--- src/rtl/psram_qpi_master.sv ---
// QPI PSRAM master: turns one-beat read/write requests into 0xEB quad-read
// or 0x38 quad-write transactions on the PSRAM pads. sck runs at clock/2.
//
// Handshake: on both ports a transfer happens on the rising clock edge
// where valid && ready are both high. The requester holds req_valid and
// the request fields until that edge. The controller holds resp_valid and
// resp_rdata until resp_ready is seen. req_ready and resp_valid are never
// high together.
module psram_qpi_master #(
  parameter int DUMMY_CYCLES = 6,
  parameter int DESEL_CYCLES = 1
) (
  input  logic        clock,
  input  logic        reset,
  input  logic        req_valid,
  output logic        req_ready,
  input  logic        req_write,
  input  logic [23:0] req_addr,
  input  logic [31:0] req_wdata,
  input  logic [1:0]  req_size,
  output logic        resp_valid,
  input  logic        resp_ready,
  output logic [31:0] resp_rdata,
  output logic        psram_sck,
  output logic        psram_ce_n,
  output logic [3:0]  psram_dio_o,
  output logic [3:0]  psram_dio_oe,
  input  logic [3:0]  psram_dio_i
);

  typedef enum logic [3:0] {
    S_IDLE, S_START, S_CMD, S_ADDR, S_WAIT, S_RD, S_WR, S_DESEL, S_RESP
  } state_t;

  localparam logic [7:0] LAST_CMD   = 8'd7;
  localparam logic [7:0] LAST_ADDR  = 8'd5;
  localparam logic [7:0] LAST_WAIT  = 8'(DUMMY_CYCLES - 1);
  localparam logic [7:0] LAST_RD    = 8'd7;
  localparam logic [7:0] LAST_DESEL = 8'(2 * DESEL_CYCLES - 1);

  state_t      state_q, state_d;
  logic        ph_q, ph_d;        // sck phase: 0 = L (drive), 1 = H (device samples)
  logic [7:0]  cnt_q, cnt_d;      // nibble / bit / clock counter, cleared on every transition
  logic        boot_q;            // keeps req_ready low for the first clock after reset
  logic        write_q;
  logic [23:0] addr_q;
  logic [31:0] wdata_q;
  logic [1:0]  size_q;
  logic [31:0] rdata_q;

  logic        accept;
  logic [7:0]  phase_last;
  state_t      phase_next;
  logic [7:0]  wr_last;
  logic [7:0]  cmd_byte;
  logic [4:0]  nib_lsb;           // bit position of nibble k within the 32-bit word
  logic [4:0]  addr_lsb;

  assign req_ready  = (state_q == S_IDLE) && boot_q;
  assign accept     = req_valid && req_ready;
  assign resp_valid = (state_q == S_RESP);
  assign resp_rdata = rdata_q;
  assign cmd_byte   = write_q ? 8'h38 : 8'hEB;
  // Nibble k: byte k/2, high nibble first.
  assign nib_lsb    = {cnt_q[2:1], ~cnt_q[0], 2'b00};
  assign addr_lsb   = 5'd20 - {cnt_q[2:0], 2'b00};

  // Data-nibble count for writes: 2, 4 or 8 nibbles (size 3 behaves as 4 bytes).
  always_comb begin
    case (size_q)
      2'd0:    wr_last = 8'd1;
      2'd1:    wr_last = 8'd3;
      default: wr_last = 8'd7;
    endcase
  end

  // Length and successor of each sck-clocked phase.
  always_comb begin
    phase_last = 8'd0;
    phase_next = S_IDLE;
    case (state_q)
      S_CMD:  begin phase_last = LAST_CMD;  phase_next = S_ADDR; end
      S_ADDR: begin phase_last = LAST_ADDR; phase_next = write_q ? S_WR : S_WAIT; end
      S_WAIT: begin phase_last = LAST_WAIT; phase_next = S_RD; end
      S_RD:   begin phase_last = LAST_RD;   phase_next = S_DESEL; end
      S_WR:   begin phase_last = wr_last;   phase_next = S_DESEL; end
      default: begin phase_last = 8'd0;     phase_next = S_IDLE; end
    endcase
  end

  // Next-state logic: sck phases advance the counter at the end of phase H.
  always_comb begin
    state_d = state_q;
    ph_d    = ph_q;
    cnt_d   = cnt_q;
    case (state_q)
      S_IDLE: begin
        if (accept) begin
          state_d = S_START;
          ph_d    = 1'b0;
          cnt_d   = 8'd0;
        end
      end
      S_START: begin
        state_d = S_CMD;
        ph_d    = 1'b0;
        cnt_d   = 8'd0;
      end
      S_CMD, S_ADDR, S_WAIT, S_RD, S_WR: begin
        ph_d = ~ph_q;
        if (ph_q) begin
          if (cnt_q == phase_last) begin
            state_d = phase_next;
            ph_d    = 1'b0;
            cnt_d   = 8'd0;
          end else begin
            cnt_d = cnt_q + 8'd1;
          end
        end
      end
      S_DESEL: begin
        ph_d = 1'b0;
        if (cnt_q == LAST_DESEL) begin
          state_d = S_RESP;
          cnt_d   = 8'd0;
        end else begin
          cnt_d = cnt_q + 8'd1;
        end
      end
      S_RESP: begin
        if (resp_ready) begin
          state_d = S_IDLE;
          cnt_d   = 8'd0;
        end
      end
      default: begin
        state_d = S_IDLE;
        ph_d    = 1'b0;
        cnt_d   = 8'd0;
      end
    endcase
  end

  // State, phase and counter registers.
  always_ff @(posedge clock or posedge reset) begin
    if (reset) begin
      state_q <= S_IDLE;
      ph_q    <= 1'b0;
      cnt_q   <= 8'd0;
      boot_q  <= 1'b0;
    end else begin
      state_q <= state_d;
      ph_q    <= ph_d;
      cnt_q   <= cnt_d;
      boot_q  <= 1'b1;
    end
  end

  // Request capture on accept; read nibbles captured as sck returns low.
  always_ff @(posedge clock or posedge reset) begin
    if (reset) begin
      write_q <= 1'b0;
      addr_q  <= 24'd0;
      wdata_q <= 32'd0;
      size_q  <= 2'd0;
      rdata_q <= 32'd0;
    end else if (accept) begin
      write_q <= req_write;
      addr_q  <= req_addr;
      wdata_q <= req_wdata;
      size_q  <= req_size;
      rdata_q <= 32'd0;
    end else if (state_q == S_RD && ph_q) begin
      rdata_q[nib_lsb +: 4] <= psram_dio_i;
    end
  end

  // Pad outputs decode straight from the registers so reset releases them at once.
  always_comb begin
    psram_ce_n   = 1'b1;
    psram_sck    = 1'b0;
    psram_dio_o  = 4'h0;
    psram_dio_oe = 4'h0;
    case (state_q)
      S_CMD: begin
        psram_ce_n   = 1'b0;
        psram_sck    = ph_q;
        psram_dio_o  = {3'b000, cmd_byte[3'd7 - cnt_q[2:0]]};
        psram_dio_oe = 4'b0001;
      end
      S_ADDR: begin
        psram_ce_n   = 1'b0;
        psram_sck    = ph_q;
        psram_dio_o  = addr_q[addr_lsb +: 4];
        psram_dio_oe = 4'b1111;
      end
      S_WAIT, S_RD: begin
        psram_ce_n = 1'b0;
        psram_sck  = ph_q;
      end
      S_WR: begin
        psram_ce_n   = 1'b0;
        psram_sck    = ph_q;
        psram_dio_o  = wdata_q[nib_lsb +: 4];
        psram_dio_oe = 4'b1111;
      end
      default: begin
        psram_ce_n = 1'b1;
      end
    endcase
  end

endmodule

--- config.mk ---
export PLATFORM = sky130hd
export DESIGN_NAME = psram_qpi_master
export DESIGN_NICKNAME = d
export VERILOG_FILES = /design/src/rtl/psram_qpi_master.sv
export SDC_FILE = /design/constraint.sdc
export NUM_CORES = 1
export LEC_CHECK = 0
export CAP_MARGIN = 20
export CORE_ASPECT_RATIO = 1.1
export CORE_MARGIN = 2
export CORE_UTILIZATION = 65
export CTS_BUF_LIST = sky130_fd_sc_hd__clkbuf_4
export DETAILED_ROUTE_END_ITERATION = 8
export DONT_BUFFER_PORTS = 1
export PLACE_DENSITY = 0.86
export SYNTH_ARGS = -nofsm -noshare
export SYNTH_HDL_FRONTEND = slang
export SYNTH_SLANG_ARGS = --single-unit
--- constraint.sdc ---
create_clock -name clock -period 4.9 [get_ports clock]
set_input_delay 0.98 -clock clock [delete_from_list [all_inputs] [get_ports clock]]
set_output_delay 0.98 -clock clock [all_outputs]
set_load 0.01 [all_outputs]
After elaboration in Yosys (flattened, before gate mapping)
Index checks and enable logic that the tools add are counted.

Output and inout port bits: 44. Register bits: 105. Logic and storage cells: 81.

Reduce and logical (&&, ||, !) cells: 14. Equal/unequal tests: 16. Bitwise logic cells: 3. Muxes and demuxes: 30. Add/subtract/negate cells: 4. $lt $le $gt $ge: 1. Shift-type cells: 4.

Operators with widths (count): $mux W32 (2); $mux W8 (6); $bwmux W32 (1); $pmux W8 S4 (1); $shift A4 B7 Y32 const A (1); $shiftx A32 B6 Y4 (1); $shiftx A4 B7 Y32 (1); $pmux W8 S3 (1); $shiftx A24 B6 Y4 (1); $mux W4 (5); $pmux W4 S5 (1); $eq A4 B3 Y1 const B (4); $pmux W3 S4 (1); $pmux W4 S3 (1); $add A8 B1 Y8 const B (1); $eq A4 B2 Y1 const B (2); $eq A8 B1 Y1 const B (1); $eq A8 B8 Y1 (1); $pmux W4 S2 (1); $reduce_or A2 Y1 (4); $neg A5 Y7 (1); $mux W1 (6); $ne A2 B1 Y1 const B (3); $pmux W3 S2 (1); other kinds (19) (24).

Longest topological paths before layout
Word-level depth: 7. Gate-level depth with buffers: 9.

Worst setup path before layout
No wires, ideal clock.

Path kind: flip-flop to output port. Start: reg cnt_q[1]. End: out psram_dio_o[0]. Setup slack: 2.079 ns. Cell stages (with the launch flop): 8. Path buffers: 1. Data arrival time: 1.841 ns. Cell sequence: dfrtp_1 > clkbuf_1 > inv_1 > ha_1 > nor2_1 > a22o_1 > a21oi_1 > o32ai_1.

Longest elaborated chain between the ends: 4. Elaborated cells between the ends (all ways): 7. Those cells by class: 2 x add/sub; 2 x shift; 3 x mux.

RTL lines: start: declaration (line 43) `logic [7:0] cnt_q, cnt_d;`; start signal: assignment (line 154) `cnt_q <= cnt_d;`; branches (longest 3 deep; another with $sub A5 B5 Y5); $pmux W4 S3 (*) (line 184) `case (state_q)`; end: declaration (line 26) `output logic [3:0] psram_dio_o,`.

Every way passes the cells marked *. The select of a mux whose other input is x is not followed.

Final worst setup path
Ends and elaborated chain as after synthesis.

==> summary.txt <==
Critical path
  • Critical R2R Capture: resp_rdata[27]$_DFFE_PP0P_
  • Slowest stage delay, CP: 0.85 ns
  • Worst setup EP type: primary output
  • Crit path required time: roughly 3.9 ns
  • Reg-to-reg slack, setup: about 1.7 ns
  • Slowest-stage cell, CP: dfrtp_1
  • Worst-case reg-to-reg path depth: 6
  • CP Cell Sequence: inv_1 > ha_1 > nor2_1 > a22o_1 > a21oi_1 > o32ai_1
  • Crit-path max FO: 18
  • CP Data Arrival Time: roughly 2.9 ns
  • CP startpoint kind: flop
  • Worst r2r src: cnt_q[1]$_DFFE_PP0P_
  • Worst setup path category: reg2out

Synthesis
  • Largest family of logic cells by synthesized area: simple AND/OR/NAND/NOR gates
  • Top cell type's share of synthesized area: a little over half
  • Synth Area in XOR/XNOR: 0%
  • Most common cell in the netlist: nand2_1
  • Synth Register Bits: 105
  • Post-synth EDFFs: 0
  • Post-synth top cells: nand2_1, dfrtp_1, o21ai_0, nand3_1, buf_2
  • Post-synthesis mux area share: 8.60%
  • Top post-synthesis cells by area: dfrtp_1, nand2_1, mux4_2
  • Synth cell types: just under 50
  • Sequential-to-total area share from yosys stat: a little over half
  • Net Count, Synth: 611
  • Post-synthesis adder-cell area fraction: under 10%
  • Complex-gate fraction of the synthesized area: between 8 and 9%
  • Mapped cell area: 4960 um^2
  • Synth area leader: dfrtp_1
  • Syn Inst Count: about 540
  • Mean area per synthesized cell: between 9 and 10 um^2
  • FFs w/ async S/R, synth: 100%
  • Post-Synth Simple-Gate Area: 24.6%
  • Synth Flop Type: dfrtp_1
  • Syn. warnings: 0

Clock network
  • Root Buffer: clkbuf_4
  • CTS Hold Bufs: 0
  • Maximum buffer depth of the clock tree: 2
  • Worst-Skew Late Latency: between 0.4 and 0.5 ns
  • Worst-path clk slew: ~0.16 ns
  • Htree depth: 3
  • CTS buffer count: 9
  • CTS Sinks: 105
  • CTS tree: yes
  • Post-CTS setup buffer count: 0
  • Number of gates resized after CTS: 0

Power
  • Leakage: 2.49 nW
  • Flop pwr share: roughly 49%
  • Worst VDD drop: between 300 and 400 uV
  • Net Sw Frac: 41.1%
  • Pint: 1.89 mW
  • Net switching power figure: about 1.3 mW
  • Cell Pwr Density: 631 nW/um^2
  • Combinational share of power: between 30% and 40%
  • Clock Power Share: 14.3%

Layout
  • Area of the multi-input gates: approximately 2100 um^2
  • Layout cells sized above 1: between 8 and 9%
  • Seq. cell area: roughly 2600 um^2
  • Fin cells: 614
  • Fill cell count: 567
  • Area Growth Syn to Fin: 2.73%
  • # nets final: about 600
  • Diodes inserted: 0

Floorplanning
  • Number of placement rows: 33
  • Initial core utilization: between 60% and 70%
  • CORE AREA: 7430 um^2
  • Die Area: roughly 8300 um^2
  • Die Wd: around 87 um
  • Die Span Y: about 96 um
  • Num ports: between 100 and 150

STA
  • Final hold slack: around 0.48 ns
  • RSZ-0062 raised after global routing: false
  • Final period util: about 79%
  • Hold Vio Cnt, Final: 0
  • Least-Margin Pin Slew: about 1.0 ns
  • Fmax: around 0.26 GHz
  • Max-slew violation count: 0
  • Max transition margin: between 30% and 40%
  • Clock skew: around 0.023 ns
  • Final setup TNS: 0 ns
  • Setup violators final: 0
  • Min Clock Period, post-route: between 3 and 4 ns

Global routing
  • Largest net degree at the start of global routing: just under 90
  • First-pass GRT wire length: approximately 18000 um
  • All-layer global routing usage: between 20% and 30%
  • Initial antenna violation count: 0
  • Vias in the first global route: roughly 3700
  • Overflow after GRT: 0

Route
  • Via/cell ratio: a little over 6
  • Via count: roughly 3700
  • Pre-antenna DRT Iters: 6
  • Antenna Violating Nets Remaining: 0
  • Detailed Route WL: 10700 um
  • Total DRC errors in the routed layout: 0
  • Wire per inst: ~17 um
  • Starting DRC count in detailed routing: 296

Placement
  • Post-DP HPWL: 7690 um
  • Placed Instances: between 500 and 600
  • GP Congestion: ~0.86
  • PortBufs: 0

Run status
  • Status: complete, no violations

Job
  • Max-cap violation count: 0

Min path
  • Worst min path class: in2async
## flip-flops by register name, summed over array words and instances, names as in the netlist
name / cells
ph_q: 1
write_q: 1
boot_q: 1
cnt_q: 8
addr_q: 24
resp_rdata: 32
state_q: 4
size_q: 2
wdata_q: 32
## area by class of cell
cell class,count,area share (%)
sequential,105,51.6
tap,87,2.14
clock inverter,7,1.50
timing repair buffer,3,0.442
multi-input combinational,391,42.1
inverter,12,0.933
clock buffer,9,1.33
## layer usage
layer | vias up | track usage (%) | routed length (um)
li1 | 1768 | - | -
met5 | - | 0 | 0
met3 | 31 | 6.41 | 640
met2 | 129 | 45.8 | 5560
met4 | 0 | 14.1 | 315
met1 | 1799 | 34.1 | 4220
## metrics by stage
step	total power [mW]	worst slack, ns	area, um^2	utilization (%)
2_1_floorplan	2.47	1.16	4960	-
3_3_place_gp	2.67	1.62	4950	66.6
3_5_place_dp	2.76	1.58	4950	66.6
4_1_cts	3.21	1.02	5090	68.5
5_1_grt	3.45	0.802	5090	68.5
6_report	3.21	1.01	5090	68.5
## layout by cell type (no fill, tap or decap), drive strengths merged, types with 8 or more instances in the layout
master and n:
a21oi 8, clkbuf 9, dfrtp 105, inv 15
mux2i 10, mux4 12, nand2 220, nand3 18
nor2 14, o21ai 38
## worst max path at each step
stage | from | endpoint | slack [ns] | depth (start not counted)
2_1_floorplan | reset | addr_q[0]$_DFFE_PP0P_ | 1.16 | 1
3_3_place_gp | cnt_q[1]$_DFFE_PP0P_ | psram_dio_o[0] | 1.62 | 6
3_5_place_dp | cnt_q[1]$_DFFE_PP0P_ | psram_dio_o[0] | 1.58 | 6
4_1_cts | cnt_q[1]$_DFFE_PP0P_ | psram_dio_o[0] | 1.02 | 6
5_1_grt | cnt_q[1]$_DFFE_PP0P_ | psram_dio_o[0] | 0.80 | 6
6_report | cnt_q[1]$_DFFE_PP0P_ | psram_dio_o[0] | 1.01 | 6
## cell families after synthesis
family,after synthesis
AND/OR/NAND/NOR,287
flip-flops,105
AO/OA/AOI/OAI,71
buffers and inverters,43
multiplexers,27
adder cells (fa/ha/maj),5
other,1
## power by group through the flow
| stage | Combinational (mW) | Clock, mW | Sequential, mW |
|---|---|---|---|
| 2_1_floorplan | 1.04 | 0 | 1.43 |
| 3_3_place_gp | 1.11 | 0 | 1.56 |
| 3_5_place_dp | 1.17 | 0 | 1.58 |
| 4_1_cts | 1.18 | 0.463 | 1.57 |
| 5_1_grt | 1.33 | 0.500 | 1.61 |
| 6_report | 1.18 | 0.460 | 1.57 |
## critical path, delay by kind of cell (launching register included)
kind | cells | cell delay [ns]
adder cells (fa/ha/maj) | 1 | 0.39
AO/OA/AOI/OAI | 3 | 0.72
buffers and inverters | 1 | 0.23
AND/OR/NAND/NOR | 1 | 0.24
flip-flops | 1 | 0.85
Note: power is estimated with default switching activity, not from simulation.
